## config.mk

```make
export PLATFORM = sky130hd
export DESIGN_NAME = dma_timing_ctrl
export DESIGN_NICKNAME = d
export VERILOG_FILES = /design/src/rtl/dma_timing_ctrl_pkg.sv /design/src/rtl/dma_strobe_gen.sv /design/src/rtl/dma_timing_ctrl.sv
export SDC_FILE = /design/constraint.sdc
export NUM_CORES = 1
export LEC_CHECK = 0
export BUFFER_PORTS_ARGS = -buffer_cell sky130_fd_sc_hd__buf_2
export CELL_PAD_IN_SITES_DETAIL_PLACEMENT = 0
export CELL_PAD_IN_SITES_GLOBAL_PLACEMENT = 1
export CORE_MARGIN = 2
export CORE_UTILIZATION = 29
export DETAILED_ROUTE_END_ITERATION = 16
export PLACE_DENSITY_LB_ADDON = 0.1
export REMOVE_ABC_BUFFERS = 1
export SLEW_MARGIN = 0
export SYNTH_ARGS = -nofsm -noshare
export SYNTH_HDL_FRONTEND = slang
export SYNTH_SLANG_ARGS = --single-unit
```

## constraint.sdc

```tcl
create_clock -name CLK -period 1.3 [get_ports CLK]
set_input_delay 0.065 -clock CLK [delete_from_list [all_inputs] [get_ports CLK]]
set_output_delay 0.065 -clock CLK [all_outputs]
set_load 0.005 [all_outputs]
```

## src/rtl/dma_timing_ctrl_pkg.sv

```systemverilog
// Shared types for the 8237 cycle sequencer: bus-cycle states and the channel
// transfer attributes latched for the duration of one service.
package dma_timing_ctrl_pkg;

  typedef enum logic [2:0] {
    SI = 3'd0,
    S0 = 3'd1,
    S1 = 3'd2,
    S2 = 3'd3,
    S3 = 3'd4,
    SW = 3'd5,
    S4 = 3'd6
  } dma_state_t;

  typedef enum logic [1:0] {
    XFER_VERIFY = 2'b00,
    XFER_WRITE  = 2'b01,
    XFER_READ   = 2'b10
  } xfer_type_t;

  typedef enum logic [1:0] {
    MODE_DEMAND = 2'b00,
    MODE_SINGLE = 2'b01,
    MODE_BLOCK  = 2'b10
  } xfer_mode_t;

  // The reserved type code 11 behaves as verify.
  function automatic xfer_type_t toXferType(input logic [1:0] raw);
    xfer_type_t t;
    case (raw)
      2'b01:   t = XFER_WRITE;
      2'b10:   t = XFER_READ;
      default: t = XFER_VERIFY;
    endcase
    return t;
  endfunction

  // The reserved mode code 11 behaves as single.
  function automatic xfer_mode_t toXferMode(input logic [1:0] raw);
    xfer_mode_t m;
    case (raw)
      2'b00:   m = MODE_DEMAND;
      2'b10:   m = MODE_BLOCK;
      default: m = MODE_SINGLE;
    endcase
    return m;
  endfunction

  function automatic logic inWordCycle(input dma_state_t s);
    return (s == S1) || (s == S2) || (s == S3) || (s == SW) || (s == S4);
  endfunction

endpackage

```

## src/rtl/dma_strobe_gen.sv

```systemverilog
// Combinational decode of bus state and transfer type into the four active-low
// command strobes; zero latency, no flow control.
module dma_strobe_gen
  import dma_timing_ctrl_pkg::*;
(
  input  dma_state_t state,
  input  xfer_type_t xferType,
  output logic       memrN,
  output logic       memwN,
  output logic       iorN,
  output logic       iowN
);

  logic readPhase;
  logic writePhase;

  always_comb begin
    readPhase  = (state == S2) || (state == S3) || (state == SW) || (state == S4);
    writePhase = (state == S3) || (state == SW) || (state == S4);
    memrN = 1'b1;
    memwN = 1'b1;
    iorN  = 1'b1;
    iowN  = 1'b1;
    // Verify cycles run the full timing but never touch the bus commands.
    case (xferType)
      XFER_READ: begin
        memrN = ~readPhase;
        iowN  = ~writePhase;
      end
      XFER_WRITE: begin
        iorN  = ~readPhase;
        memwN = ~writePhase;
      end
      default: ;
    endcase
  end

endmodule

```

## src/rtl/dma_timing_ctrl.sv

```systemverilog
// 8237 transfer sequencer: HRQ/HLDA handshake then SI/S0/S1/S2/S3/SW/S4 word cycles.
// Outputs decoded from registered state; READY=0 stretches a word through SW, HLDA loss aborts.
module dma_timing_ctrl
  import dma_timing_ctrl_pkg::*;
#(
  parameter int NUM_CH = 4
) (
  input  logic                      CLK,
  input  logic                      RESET,
  input  logic                      req_valid,
  input  logic [$clog2(NUM_CH)-1:0] req_ch,
  input  logic [1:0]                xfer_type,
  input  logic [1:0]                xfer_mode,
  input  logic                      dreq_active,
  input  logic                      hi_addr_chg,
  input  logic                      tc,
  input  logic                      HLDA,
  input  logic                      READY,
  input  logic                      EOP_n_in,
  output logic                      HRQ,
  output logic                      AEN,
  output logic                      ADSTB,
  output logic                      dack_valid,
  output logic [$clog2(NUM_CH)-1:0] dack_ch,
  output logic                      MEMR_n,
  output logic                      MEMW_n,
  output logic                      IOR_n,
  output logic                      IOW_n,
  output logic                      EOP_n_out,
  output logic                      addr_upd,
  output logic                      grant,
  output logic                      busy
);

  dma_state_t                state;
  dma_state_t                nextState;
  logic [$clog2(NUM_CH)-1:0] curCh;
  xfer_type_t                curType;
  xfer_mode_t                curMode;
  logic                      eopSeen;
  logic                      grantDone;
  logic                      wordCycle;
  logic                      endService;
  logic                      keepGoing;

  assign wordCycle = inWordCycle(state);

  always_ff @(posedge CLK or posedge RESET) begin
    if (RESET) begin
      state <= SI;
    end else begin
      state <= nextState;
    end
  end

  // Channel attributes are frozen from SI until the service returns to SI.
  always_ff @(posedge CLK or posedge RESET) begin
    if (RESET) begin
      curCh   <= '0;
      curType <= XFER_VERIFY;
      curMode <= MODE_DEMAND;
    end else if (state == SI && req_valid) begin
      curCh   <= req_ch;
      curType <= toXferType(xfer_type);
      curMode <= toXferMode(xfer_mode);
    end
  end

  always_ff @(posedge CLK or posedge RESET) begin
    if (RESET) begin
      eopSeen   <= 1'b0;
      grantDone <= 1'b0;
    end else if (state == SI) begin
      eopSeen   <= 1'b0;
      grantDone <= 1'b0;
    end else begin
      if (wordCycle && !EOP_n_in) begin
        eopSeen <= 1'b1;
      end
      if (state == S1) begin
        grantDone <= 1'b1;
      end
    end
  end

  // An EOP arriving in S4 itself still ends the service after this word.
  assign endService = tc || eopSeen || !EOP_n_in;
  assign keepGoing  = (curMode == MODE_BLOCK) || ((curMode == MODE_DEMAND) && dreq_active);

  always_comb begin
    nextState = state;
    case (state)
      SI: begin
        if (req_valid) nextState = S0;
      end
      S0: begin
        if (HLDA) begin
          nextState = S1;
        end else if (!req_valid) begin
          nextState = SI;
        end
      end
      S1: nextState = S2;
      S2: nextState = S3;
      S3: nextState = READY ? S4 : SW;
      SW: nextState = READY ? S4 : SW;
      S4: begin
        if (endService || !keepGoing) begin
          nextState = SI;
        end else begin
          nextState = hi_addr_chg ? S1 : S2;
        end
      end
      default: nextState = SI;
    endcase
    // Losing the bus mid-word abandons the word without an address update.
    if (wordCycle && !HLDA) begin
      nextState = SI;
    end
  end

  assign busy       = (state != SI);
  assign HRQ        = busy;
  assign AEN        = wordCycle;
  assign dack_valid = wordCycle;
  assign dack_ch    = curCh;
  assign ADSTB      = (state == S1);
  assign grant      = (state == S1) && !grantDone;
  assign addr_upd   = (state == S4);
  assign EOP_n_out  = !((state == S4) && tc);

  dma_strobe_gen strobeGen (
    .state    (state),
    .xferType (curType),
    .memrN    (MEMR_n),
    .memwN    (MEMW_n),
    .iorN     (IOR_n),
    .iowN     (IOW_n)
  );

endmodule

```

======== After elaboration in Yosys (flattened, before gate mapping) ========
Cells that the tools add are included.
word-level totals
  flip-flop bits (word level) ............. 11
  bits of input ports ..................... 15
  output and inout bits ................... 14
  logic and storage cells ................. 72
cells by class
  eq/ne operators ......................... 14
  multiplexer cells ....................... 18
  bitwise gates (word level) .............. 2
  reduce and logical (&&, ||, !) cells .... 32
operators by type and width
  kind                  count
  $pmux W3 S6           1
  $logic_or A1 B1 Y1    13
  $mux W3               4
  $eq A3 B3 Y1 const B  3
  $mux W1               9
  $eq A2 B2 Y1 const B  4
  $pmux W2 S2           2
  $eq A3 B2 Y1 const B  2
  $logic_and A1 B1 Y1   6
  $logic_not A1 Y1      5
  $eq A2 B1 Y1 const B  2
  $logic_not A2 Y1      2
  $mux W2               2
  $ne A4 B4 Y1 const B  1
  $reduce_bool A2 Y1    2
  $eq A3 B1 Y1 const B  1
  $logic_not A3 Y1      1
  $ne A3 B2 Y1 const B  1
  $reduce_bool A3 Y1    1
  $not A1 Y1            2
  $reduce_and A2 Y1     1
  $reduce_or A2 Y1      1

======== Logic depth before layout (Yosys ltp) ========
  depth in word-level cells ............... 8
  gate-level depth with buffers ........... 5
  mapped depth without buffers ............ 4

======== Hierarchy ========
A second synthesis with hierarchy kept.
unflattened totals
  cell total of the unflattened synthesis .. 72
  area total of the unflattened synthesis .. 658.1 um2
modules (own cells, without submodules)
  module           instances  cells each  area each (um2)  sequential area each (um2)
  dma_timing_ctrl  1          64          600.6            275.3
  dma_strobe_gen   1          8           57.6             0.0

======== Least setup slack after synthesis ========
OpenSTA, ideal clock, no wires.
  path kind ............................... reg2reg
  start ................................... reg state[0]
  end ..................................... reg state[0]
  library setup time ...................... 123 ps
  arrival ................................. 1147 ps
  required time ........................... 1177 ps
  setup slack ............................. 30 ps
  stages on the path, launching flop included .. 5
  buffers on the path ..................... 1
  period minus slack after synthesis ...... 1270 ps
  cells stage by stage .................... dfrtp_1 > buf_6 > or3_4 > o221ai_2 > o21ai_2
on the way
  longest elaborated chain between the ends .. 8
  elaborated cells between the ends (all ways) .. 18
  those cells by class .................... eq/ne: 8; mux: 2; reduce/logical: 8
ends and longest elaborated chain
  what                                                           line                                              text
  from (decl)                                                    dma_timing_ctrl.sv:35                             dma_state_t state;
  from (signal assigned)                                         dma_timing_ctrl.sv:52                             state <= nextState;
  $eq A3 B2 Y1                                                   dma_timing_ctrl_pkg.sv:50, dma_timing_ctrl.sv:92
  $logic_or A1 B1 Y1 (4 in series)                               dma_timing_ctrl_pkg.sv:50                         return (s == S1) || (s == S2) || (s == S3) || (s == SW) || (s == S4);
  $logic_and A1 B1 Y1                                            dma_timing_ctrl.sv:117                            if (wordCycle && !HLDA) begin
  $ne A4 B4 Y1 (no source line) or $ne A3 B2 Y1 (tied branches)  -
  $reduce_and A2 Y1 (no source line)                             -
Parallel ways exist; a longest one is shown, timed or not.
A chain may end at the register's enable or synchronous reset.

======== Worst setup path in the final report ========
  start ................................... reg state[2]
  end ..................................... out HRQ
on the way
  longest elaborated chain between the ends .. 1
ends and longest elaborated chain
  what                line                    text
  $reduce_bool A3 Y1  dma_timing_ctrl.sv:122  assign busy = (state != SI);
  to (decl)           dma_timing_ctrl.sv:20   output logic HRQ,
No other way between the ends.

==> out/qor.yml <==
outcome: "complete, but fails checks"
violations: "setup timing"
reg2reg_slack_ps: -20
total_power_mw: 1.814
n_antenna_cell: 0
tightest_slew_ps: 437.5
die_h_um: 51.60
synth_top_area_share_pct: 41.90
hold_start: "req_ch[0]"
nFillCells: 224
cp_cell_sequence: "buf_6 -> or3_4 -> buf_2"
worstReg2RegEnd: "state[0]"
grt_pass1_vias: 644
critPathKind: "reg -> out"
synthCells: 67
cts_buffers: 3
firstDrtPassIters: 3
core-area_mm2: 0.002170
finClkSkew_ps: 7.245
grt_remaining_overflow: 0
pwr_density_cell_mw_per_mm2: 1803
ctsLongestPathBuffers: 2
grt_max_degree: 12
avgSynthCellArea_um2: 9.804
io_buffers: 28
ant_nets: 0
hold_depth: 2
synth_area_leader_cell: "dfrtp_1"
setup_slack_ps: -91.93
grt_pass1_wl_um: 2794
finalHoldViolations: 0
first_iter_violations: 3
cp-start-kind: "flip-flop"
synth_area_leaders: "dfrtp_1 42%, o21ai_0 5.3%, nand2_1 5.1%"
via_count: 633
period_share_pct: 107.1
ys_ff_latch: 11
wl_per_cell_um: 11.76
crit_fanout: 4
final_nets: 124
ys_seq_area_share_pct: 41.90
end_kind: "output pin"
synth_warnings: 0
pin_count: 29
cts.root.buffer_cell: "clkbuf_4"
synth_cell_types: 26
clk_pin_slew_ps: 80
die_w_um: 51.60
slew_headroom_pct: 70.80
slowest_delay_ps: 440
period_needed_ps: 1392
via_per_inst: 4.654
place_hpwl_um: 1134
cp.arrival_ps: 1330
crit_required_ps: 1240
start_util_pct: 30.28
antenna_found_initial: 0
layout-drive-gt1-share_pct: 63.89
core.rowCount: 17
finalSetupTns_ps: -482.1
drc: 0
power.leakage_nw: 0.4877
regToRegStartpoint: "state[2]"
grtUsageTotal_pct: 14.66
dieArea_mm2: 0.002662
slowest_stage: "dfrtp_2"
rr_worst_depth: 5
cts.sinks: 11
fmax_mhz: 718.4
slew_violations: 0
drt-total-wl_um: 1599
htree_levels: 1
gp_routability_congestion: 0.7750
synthesis.area_um2: 656.9
finalSetupViolCount: 12
cts_tree: "yes"
holdPathEnd: "dack_ch[0]"
clk_latency_ps: 270
vdd_drop_max_mv: 0.8931
max_cap_violations: 0
hold_path_class: "in -> reg"
syn_to_final_growth_pct: 53.14
rsz0062_at_grt: "true"
-- stage by stage --
stage / hold WS, ps / std cells / instance area (um2) / util, % / setup WS (ps)
2_1_floorplan: -82.56 / 63 / 619.3 / - / 47.76
5_1_grt: 21.21 / 136 / 1006 / 46.37 / -143.3
3_3_place_gp: 100.5 / 123 / 824.5 / 38.00 / -41.40
6_report: 29.07 / 136 / 1006 / 46.37 / -91.93
3_5_place_dp: 92.65 / 123 / 824.5 / 38.00 / -13.92
4_1_cts: 21.31 / 136 / 967.2 / 44.58 / -98.27
-- worst max path at each step --
stage | from | slack (ps) | depth (start not counted) | endpoint
after global routing | state[2] | -140 | 3 | HRQ
after floorplan | state[2] | 50 | 4 | eopSeen
after CTS | state[2] | -100 | 5 | AEN
final | state[2] | -90 | 3 | HRQ
after global placement | state[2] | -40 | 4 | state[1]
after detailed placement | state[2] | -10 | 4 | state[1]
-- sequential cells by signal, summed over array words and instances (netlist names) --
| signal | count |
|---|---|
| state | 3 |
| curMode | 2 |
| curType | 2 |
| dack_ch | 2 |
| eopSeen | 1 |
| grantDone | 1 |
-- report_power, final --
| group | internal [mW] | switching (mW) |
|---|---|---|
| clock network | 0.119 | 0.121 |
| logic | 0.559 | 0.421 |
| registers | 0.476 | 0.118 |
| total | 1.15 | 0.659 |
-- synthesized netlist by cell type --
| cell | instances |
|---|---|
| dfrtp_1 | 11 |
| nand2_1 | 9 |
| o21ai_0 | 7 |
| nor2b_1 | 4 |
| a21oi_1 | 3 |
| inv_1 | 3 |
| mux2_2 | 3 |
| nand2b_1 | 3 |
| nor2_1 | 3 |
| o21a_1 | 3 |
| buf_4 | 2 |
| buf_6 | 2 |
| a31oi_1 | 1 |
| and2_1 | 1 |
| and2_2 | 1 |
| and2b_2 | 1 |
| and3b_4 | 1 |
| and4bb_2 | 1 |
| nand3_1 | 1 |
| nand3b_2 | 1 |
| nor2_4 | 1 |
| nor4b_1 | 1 |
| o211ai_2 | 1 |
| o21ai_2 | 1 |
| o221ai_2 | 1 |
| or3_4 | 1 |
-- cells in the final DEF, fill, tap and decap left out, drive strengths merged, types with 2 or more instances in the layout --
cell and n:
a21oi 3, and2 2, buf 39, clkbuf 5, dfrtp 11, inv 3, mux2 3, nand2 9
nand2b 3, nor2 4, nor2b 4, o21a 3, o21ai 8
-- routing by layer --
| metal | GRT usage [%] | part of all wire, % |
|---|---|---|
| met5 | 0 | 0 |
| met4 | 10.53 | 3.2 |
| met3 | 2.586 | 4.8 |
| met2 | 22.65 | 48 |
| met1 | 18.28 | 44 |
-- logic make-up (layout without fill, tap and decap cells) --
group / Yosys count / after routing / synth area share [%]
AOI/OAI and AO/OA: 17 / 17 / 17.52
buffers and inverters: 7 / 48 / 7.428
DFF: 11 / 11 / 41.90
muxes: 3 / 3 / 5.142
and+or+nand+nor: 29 / 29 / 28.00
-- worst max-delay path: cells and delay by family (launching register included) --
| family | cells | cell delay (ps) |
|---|---|---|
| buf+inv | 2 | 270 |
| flops | 1 | 440 |
| simple gates | 1 | 350 |
-- repair_timing --
action / 4_1_cts / 5_1_grt
resized for setup: 18 / 10
pin swaps: 3 / 2
endpoints found under the hold margin: 11 / 0
setup buffers: 8 / 0
hold buffers: 1 / 0
endpoints found under the setup margin: 15 / 21
-- final cells by class --
cell class                 count  area [um2]  area share (%)
inverter                       3       11.26           1.119
tap                           28       35.03           3.483
timing repair buffer          41       261.5           26.00
multi-input combinational     49       392.9           39.05
sequential                    11       279.0           27.74
clock buffer                   4       26.28           2.612
(Power assumes the default switching activity.)
